[config.mk]
export PLATFORM = sky130hd
export DESIGN_NAME = jt49_cmd_seq
export DESIGN_NICKNAME = d
export VERILOG_FILES = /design/src/rtl/jt49_seq_pkg.sv /design/src/rtl/jt49_seq_wait.sv /design/src/rtl/jt49_cmd_seq.sv
export SDC_FILE = /design/constraint.sdc
export NUM_CORES = 1
export LEC_CHECK = 0
export BUFFER_PORTS_ARGS = -buffer_cell sky130_fd_sc_hd__buf_4
export CORE_MARGIN = 5
export CORE_UTILIZATION = 49
export CTS_CLUSTER_DIAMETER = 120
export DETAILED_ROUTE_END_ITERATION = 8
export GPL_ROUTABILITY_DRIVEN = 0
export PLACE_DENSITY = 0.84
export SLEW_MARGIN = 0
export SYNTH_ARGS = -nofsm -noshare
export SYNTH_HDL_FRONTEND = slang
export SYNTH_HIERARCHICAL = 1
export SYNTH_SLANG_ARGS = --single-unit
export TNS_END_PERCENT = 100
[constraint.sdc]
create_clock -name clk -period 2.5 [get_ports clk]
set_clock_uncertainty 0.2 [all_clocks]
set_input_delay 0.125 -clock clk [delete_from_list [all_inputs] [get_ports clk]]
set_output_delay 0.125 -clock clk [all_outputs]
set_load 0.01 [all_outputs]
[src/rtl/jt49_seq_pkg.sv]
// Shared definitions for the jt49 command sequencer: command layout,
// special opcodes and FSM state encoding.
package jt49_seq_pkg;

  localparam int OP_W  = 4;
  localparam int ARG_W = 8;
  localparam int CMD_W = OP_W + ARG_W;

  localparam logic [OP_W-1:0] OP_END  = 4'hE;
  localparam logic [OP_W-1:0] OP_WAIT = 4'hF;

  typedef enum logic [1:0] {
    S_IDLE,
    S_FETCH,
    S_EXEC,
    S_WAIT
  } state_t;

  typedef struct packed {
    logic [OP_W-1:0]  op;
    logic [ARG_W-1:0] arg;
  } cmd_t;

endpackage

[src/rtl/jt49_seq_wait.sv]
// Loadable down-counter for sequencer waits; decrements only on cen while
// enabled and reports zero and one-remaining.
module jt49_seq_wait #(
  parameter int W = 16
) (
  input  logic         clk,
  input  logic         rst_n,
  input  logic         clr,
  input  logic         load,
  input  logic [W-1:0] load_val,
  input  logic         en,
  input  logic         cen,
  output logic         zero,
  output logic         last
);

  logic [W-1:0] count;

  // NOTE: sequential state is assigned with <= only, so every flop samples
  // the pre-edge values of its neighbours regardless of process ordering.
  always_ff @(posedge clk) begin
    if (!rst_n) begin
      count <= '0;
    end else if (clr) begin
      count <= '0;
    end else if (load) begin
      count <= load_val;
    end else if (en && cen && count != '0) begin
      count <= count - W'(1);
    end
  end

  assign zero = (count == '0);
  assign last = (count == W'(1));

endmodule

[src/rtl/jt49_cmd_seq.sv]
// Command-list sequencer and host-priority arbiter driving the jt49 register
// port; all outputs are registered.
module jt49_cmd_seq
  import jt49_seq_pkg::*;
#(
  parameter int AW      = 6,
  parameter int WAIT_SH = 8
) (
  input  logic             clk,
  input  logic             rst_n,
  input  logic             cen,
  input  logic             start,
  input  logic             stop,
  output logic             busy,
  output logic             done,
  output logic [AW-1:0]    cmd_addr,
  input  logic [CMD_W-1:0] cmd_data,
  input  logic             host_wr,
  input  logic [3:0]       host_addr,
  input  logic [7:0]       host_din,
  output logic [3:0]       psg_addr,
  output logic [7:0]       psg_din,
  output logic             psg_wr_n,
  output logic             psg_cs_n
);

  localparam int CNT_W = ARG_W + WAIT_SH;

  state_t            state, state_n;
  cmd_t              cmd;
  logic [AW-1:0]     addr_n;
  logic [CNT_W-1:0]  wait_val;
  logic              done_n;
  logic              seq_wr;
  logic              adv;
  logic              wait_load;
  logic              wait_zero;
  logic              wait_last;
  logic              last_addr;

  assign cmd       = cmd_t'(cmd_data);
  assign wait_val  = CNT_W'(cmd.arg) << WAIT_SH;
  assign last_addr = &cmd_addr;

  jt49_seq_wait #(.W(CNT_W)) u_wait (
    .clk      (clk),
    .rst_n    (rst_n),
    .clr      (stop),
    .load     (wait_load),
    .load_val (wait_val),
    .en       (state == S_WAIT),
    .cen      (cen),
    .zero     (wait_zero),
    .last     (wait_last)
  );

  // NOTE: every variable gets a default before the case so no path leaves
  // one unassigned, which would otherwise infer a latch.
  always_comb begin
    state_n   = state;
    addr_n    = cmd_addr;
    done_n    = 1'b0;
    seq_wr    = 1'b0;
    adv       = 1'b0;
    wait_load = 1'b0;

    case (state)
      S_IDLE: begin
        if (start) begin
          state_n = S_FETCH;
          addr_n  = '0;
        end
      end
      S_FETCH: state_n = S_EXEC;
      S_EXEC: begin
        case (cmd.op)
          OP_END: begin
            done_n  = 1'b1;
            state_n = S_IDLE;
          end
          OP_WAIT: begin
            if (cmd.arg == '0) begin
              adv = 1'b1;
            end else begin
              wait_load = 1'b1;
              state_n   = S_WAIT;
            end
          end
          default: begin
            // The host owns the port this cycle; retry the same command next clk.
            if (!host_wr) begin
              seq_wr = 1'b1;
              adv    = 1'b1;
            end
          end
        endcase
      end
      S_WAIT: begin
        if (wait_zero || (cen && wait_last)) adv = 1'b1;
      end
      default: state_n = S_IDLE;
    endcase

    // Completing the final entry ends the list instead of wrapping the address.
    if (adv) begin
      if (last_addr) begin
        done_n  = 1'b1;
        state_n = S_IDLE;
      end else begin
        addr_n  = cmd_addr + AW'(1);
        state_n = S_FETCH;
      end
    end

    if (stop) begin
      state_n   = S_IDLE;
      addr_n    = cmd_addr;
      done_n    = 1'b0;
      seq_wr    = 1'b0;
      wait_load = 1'b0;
    end
  end

  always_ff @(posedge clk) begin
    if (!rst_n) begin
      state    <= S_IDLE;
      cmd_addr <= '0;
      busy     <= 1'b0;
      done     <= 1'b0;
      psg_wr_n <= 1'b1;
      psg_addr <= '0;
      psg_din  <= '0;
    end else begin
      state    <= state_n;
      cmd_addr <= addr_n;
      busy     <= (state_n != S_IDLE);
      done     <= done_n;
      psg_wr_n <= !(host_wr || seq_wr);
      if (host_wr) begin
        psg_addr <= host_addr;
        psg_din  <= host_din;
      end else if (seq_wr) begin
        psg_addr <= cmd.op;
        psg_din  <= cmd.arg;
      end
    end
  end

  assign psg_cs_n = psg_wr_n;

endmodule

# --- Yosys cells after proc, flatten, opt, wreduce, memory -nomap -nowiden ---
# Index checks and enable logic that the tools add are counted.
# W data, S select, Z words.
classes:
  bitwise: 1
  n_reduce_logical: 17
  addsub: 2
  eq_ne: 6
  muxes: 33
ops:
  columns: ["cell", "count"]
  rows:
  - ["$mux W16", 2]
  - ["$mux W6", 4]
  - ["$eq A16 B1 Y1 const B", 1]
  - ["$logic_not A16 Y1", 1]
  - ["$mux W8", 2]
  - ["$reduce_bool A16 Y1", 1]
  - ["$sub A16 B1 Y16 const B", 1]
  - ["$mux W1", 15]
  - ["$eq A4 B4 Y1 const B", 2]
  - ["$logic_not A8 Y1", 1]
  - ["$mux W2", 4]
  - ["$mux W4", 2]
  - ["$add A6 B1 Y6 const B", 1]
  - ["$pmux W2 S3", 1]
  - ["$reduce_and A6 Y1", 1]
  - ["$reduce_bool A2 Y1", 3]
  - ["$eq A2 B2 Y1 const B", 2]
  - ["$pmux W1 S2", 2]
  - ["$pmux W2 S2", 1]
  - ["$reduce_or A2 Y1", 2]
  - ["$logic_and A1 B1 Y1", 3]
  - ["$reduce_or A3 Y1", 1]
  - ["$eq A2 B1 Y1 const B", 1]
  - ["$logic_not A2 Y1", 1]
  - ["other kinds (3)", 4]
totals:
  out_inout_bits: 22
  register_bits: 39
  word_cells: 68
  inputBits: 30

# --- Logic depth before layout (Yosys ltp) ---
depth:
  ltp_word: 8
  depth_mapped: 9
  mapped_depth_nobuf: 8

# --- Hierarchy ---
# The synthesis kept the hierarchy.
by_module_without_submodules:
  columns: ["module", "cells_per_inst", "instances", "area_per_inst_um2", "seq_area_each_um2"]
  rows:
  - ["jt49_cmd_seq", 143, 1, 1337.5, 460.4]
  - ["jt49_seq_wait", 114, 1, 970.9, 320.3]

# --- Worst setup path after synthesis ---
# Ideal clock, no wire load.
synth_timing:
  path_kind: "register to register"
  startpoint: "reg u_wait.count[0]"
  endpoint: "reg cmd_addr[2]"
  stages_incl_launch_ff: 10
  arrival_time_ns: 2.106
  setup_slack_ns: 0.076
  setup_ns: 0.117
  n_path_buf: 1
  required_ns: 2.183
  path_cell_list: "dfxtp_1 > inv_1 > ha_1 > nor3b_1 > and4_4 > buf_2 > a21oi_1 > o32a_1 > a211o_1 > a32o_1"
synth_between:
  elab_cells_between_ends: 7
  cone_classes: "eq/ne (1); mux (3); reduce/logical (3)"
synth_rtl:
  columns: ["item", "line", "rtl"]
  rows:
  - ["from (decl)", "jt49_seq_wait.sv:17", "logic [W-1:0] count;"]
  - ["from (signal assigned)", "jt49_seq_wait.sv:27", "count <= load_val;"]
  - ["from (signal assigned)", "jt49_seq_wait.sv:29", "count <= count - W'(1);"]
  - ["$logic_not A16 Y1", "jt49_seq_wait.sv:33", "assign zero = (count == '0);"]
  - ["via wait_zero", "jt49_cmd_seq.sv:37", "logic wait_zero;"]
  - ["$logic_or A1 B1 Y1", "jt49_cmd_seq.sv:99", "if (wait_zero || (cen && wait_last)) adv = 1'b1;"]
  - ["$mux W1", "jt49_cmd_seq.sv:99", null]
  - ["$pmux W1 S2", "jt49_cmd_seq.sv:67", "case (state)"]
  - ["$mux W6", "jt49_cmd_seq.sv:105", "if (adv) begin"]
  - ["to (signal assigned)", "jt49_cmd_seq.sv:135", "cmd_addr <= addr_n;"]
  - ["to (decl)", "jt49_cmd_seq.sv:16", "output logic [AW-1:0] cmd_addr,"]
# The timed path passes the listed nets, and every way through them passes these cells.
# A chain may end at the register's enable or synchronous reset.

# --- Final worst setup path ---
layout_timing:
  startpoint: "reg u_wait.count[11]"
  endpoint: "reg cmd_addr[2]"
layout_between:
  elab_chain_cells: 6
  elab_cells_between_ends: 7
  cone_classes: "eq/ne (1); mux (3); reduce/logical (3)"
layout_lines:
  columns: ["item", "line", "rtl"]
  rows:
  - ["$eq A16 B1 Y1", "jt49_seq_wait.sv:34", "assign last = (count == W'(1));"]
  - ["via wait_last", "jt49_cmd_seq.sv:38", "logic wait_last;"]
  - ["$logic_and A1 B1 Y1", "jt49_cmd_seq.sv:99", null]
  - ["$logic_or A1 B1 Y1", "jt49_cmd_seq.sv:99", null]
  - ["$mux W1", "jt49_cmd_seq.sv:99", null]
  - ["$pmux W1 S2", "jt49_cmd_seq.sv:67", null]
  - ["$mux W6", "jt49_cmd_seq.sv:105", null]
# The timed path passes the listed nets, and every way through them passes these cells.

==> reports/results.txt <==
Number of buffers created by CTS: 5
Largest fanout on the critical path: 5
Layout cells sized above 1: 28.1%
Worst-skew pair later-pin latency: 0.30 ns
HPWL Detailed: 4.09 mm
Syn Area/Cell: 8.98 µm²
Pleak: 1.33 nW
Final nets: 374
RSZ-0062 raised after global routing: no
Comb pwr share: 14.8%
Synthesized flop and latch total: 39
WL per Instance: 15.8 µm
VDD IR-drop max: 0.359 mV
Largest net degree at the start of global routing: 30
FMAX: 428 MHz
Antenna violations before repair: 0
Core area: 4660 µm²
Initial DRT Pass Iterations: 4
Final TNS setup: 0 ns
Via density: 5.72
Failing checks: hold timing
Post-synth EDFFs: 0
Worst setup EP type: register
Ys flop type: dfxtp_1
Worst path slowest cell: nor4_4
Fin. Hold Viols: 1
Seq pwr share: 48.9%
N_diodes: 0
TritonCTS clock tree: built
Switching Share: 24.6%
Max incr delay on CP: 0.40 ns
First-pass GRT wire length: 10.3 mm
Clk sinks: 39
Port bufs: 51
Worst Path Arrival: 2.34 ns
Final setup viols: 0
1st-iter DRT viols: 110
Power share of the clock group: 36.3%
Crit Path Class: reg -> reg
Die Span X: 78.6 µm
Cell Area, Synth: 2310 µm²
Residual DRC: 0
Status: complete, but fails checks
Fin crit period: 2.34 ns
GRT overflow: 0
Initial core utilization: 49.5%
Asr flop ratio synth: 0%
Placement Rows: 25
Mapped Cells: 257
Critical Path Start Type: register
Synth cell types: 56
Seq/Total Area, Yosys: 33.8%
Worst setup margin: 0.161 ns
Internal power: 0.999 mW
P&R area growth vs syn: 35.9%
Worst min path class: in -> reg
CTS H-Tree Depth: 2
Detailed-route wire length: 6.24 mm
Top Ports: 52
Power density cells: 422 nW/µm²
Die height: 78.6 µm
Worst-path cell chain: nor4_4 > nand3_1 > nor4b_2 > a21oi_2 > o32a_1 > a211o_1 > a32o_1
Slew Limit Fails: 0
Net Switching: 0.326 mW
Root Buffer: clkbuf_8
CTS Buffer Depth: 2
Vias in the first global route: 2198
Antenna-violating nets left: 0
Hold Worst Slack: -0.00491 ns
Via count: 2266
Gr usage total: 20.9%
Synth warnings: 6
MaxCap Viol Count: 0
Critical Path RT: 2.50 ns
Clock-pin transition on the worst setup and hold timing paths: 0.08 ns
DP Worst Slack: 0.119 ns
Die ar.: 6180 µm²
Crit share post-route: 93.5%
## synthesized netlist by cell type, types with 2 or more instances
cell type | n | share of area [%]
nor3b_1 | 2 | 0.65
nor4_2 | 2 | 1.1
a31o_2 | 2 | 0.76
a21oi_1 | 15 | 3.3
or3_1 | 5 | 1.4
nor3_1 | 4 | 0.87
ha_1 | 3 | 1.6
nor4_1 | 4 | 1.1
o211a_1 | 12 | 5.2
o2111ai_1 | 2 | 0.76
nor2b_1 | 3 | 0.81
nand2_1 | 14 | 2.3
clkbuf_1 | 9 | 1.5
xnor2_1 | 10 | 3.8
and4_1 | 4 | 1.5
or4_1 | 2 | 0.65
a211oi_1 | 3 | 0.98
o32ai_1 | 3 | 1.1
nand2b_1 | 17 | 4.6
dfxtp_1 | 39 | 34
xor2_1 | 2 | 0.76
o31ai_1 | 2 | 0.65
o21ai_0 | 18 | 3.9
nor4_4 | 3 | 2.8
nor2_1 | 13 | 2.1
inv_1 | 6 | 0.98
a31oi_1 | 2 | 0.54
and2_1 | 2 | 0.54
nand3_1 | 9 | 2.0
a221oi_1 | 2 | 0.76
nand4_1 | 5 | 1.4
and3_1 | 3 | 0.81
mux2_2 | 12 | 5.9
## area by class of cell
type,count,area [µm²]
timing repair buffer,82,671
multi-input combinational,207,1490
inverter,6,22.5
sequential,39,782
clock inverter,1,7.51
clock buffer,7,96.3
tap,54,67.6
fill,353,1520
## path summary, 6_finish.rpt
path	cells after the start	startpoint	to	slack, ns
max reg2reg	7	u_wait/count[11]	cmd_addr[2]	0.16
max	7	u_wait/count[11]	cmd_addr[2]	0.16
min reg2reg	2	cmd_addr[1]	cmd_addr[1]	0.33
min	3	cmd_data[6]	u_wait/count[14]	-0.005
## critical path: cells and delay by family, from the launching register on
kind               cells  cell delay [ns]
and+or+nand+nor        3             0.88
DFF                    1             0.36
AOI/OAI and AO/OA      4             0.80
## power by group through the flow
stage,sequential [mW],combinational (mW),clock [mW]
2_1_floorplan,0.668,0.0712,0
5_1_grt,0.650,0.213,0.519
3_5_place_dp,0.661,0.163,0
3_3_place_gp,0.661,0.160,0
4_1_cts,0.647,0.192,0.487
6_report,0.648,0.196,0.481
## layout by cell type (no fill, tap or decap), types with 3 or more instances in the layout
cell	n
and4_1	4
dfxtp_1	38
conb_1	8
or3_1	5
nand4_1	5
nand2_1	14
and3_1	3
nand2b_1	17
xnor2_1	10
ha_1	3
nor4_4	3
buf_4	60
nor3_1	4
nand3_1	9
o21ai_0	18
nor4_1	4
inv_1	6
clkbuf_8	7
a21oi_1	14
o211a_1	12
mux2_2	12
dlygate4sd3_1	22
a211oi_1	3
nor2b_1	3
nor2_1	13
## layer usage
layer  vias to the layer above  GRT usage (%)  routed length [µm]
met2                        64           38.0                3250
met5                         -              0                   0
li1                       1126              -                   -
met1                      1058           23.8                2580
met4                         0           7.69                 157
met3                        18           4.47                 254
## cell families (layout without fill, tap and decap cells)
family                     Yosys count  count (layout)  share of synthesized area [%]
muxes                               15              15                           7.43
AOI/OAI and AO/OA                   68              68                           20.9
DFF                                 39              39                           33.8
buffers and inverters               18              96                           3.47
other                                1               8                          0.162
and+or+nand+nor                    101             101                           28.1
adders and majority gates            3               3                           1.63
xor gates and xnor gates            12              12                           4.55
## metrics by stage
stage | power (mW) | area, µm² | util [%] | std cells
floorplan | 0.740 | 2330 | - | 264
global placement | 0.821 | 2790 | 59.8 | 365
detailed placement | 0.824 | 2790 | 59.8 | 365
CTS | 1.33 | 3110 | 66.8 | 395
global route | 1.38 | 3140 | 67.3 | 396
finish | 1.32 | 3140 | 67.3 | 396
## repair_timing
item | in CTS | in global routing
setup endpoints to repair | 0 | 8
endpoints found under the hold margin | 24 | 0
gates resized for setup | 0 | 4
buffers inserted | 0 | 1
hold buffers | 22 | 0
## sequential cells by signal, indices dropped and copies added, names as in the netlist
| signal | cells |
|---|---|
| u_wait/count | 16 |
| state | 2 |
| cmd_addr | 6 |
| psg_din | 8 |
| busy | 1 |
| psg_addr | 4 |
| psg_cs_n | 1 |
| done | 1 |
No activity file was read; power rests on OpenSTA's default activity.
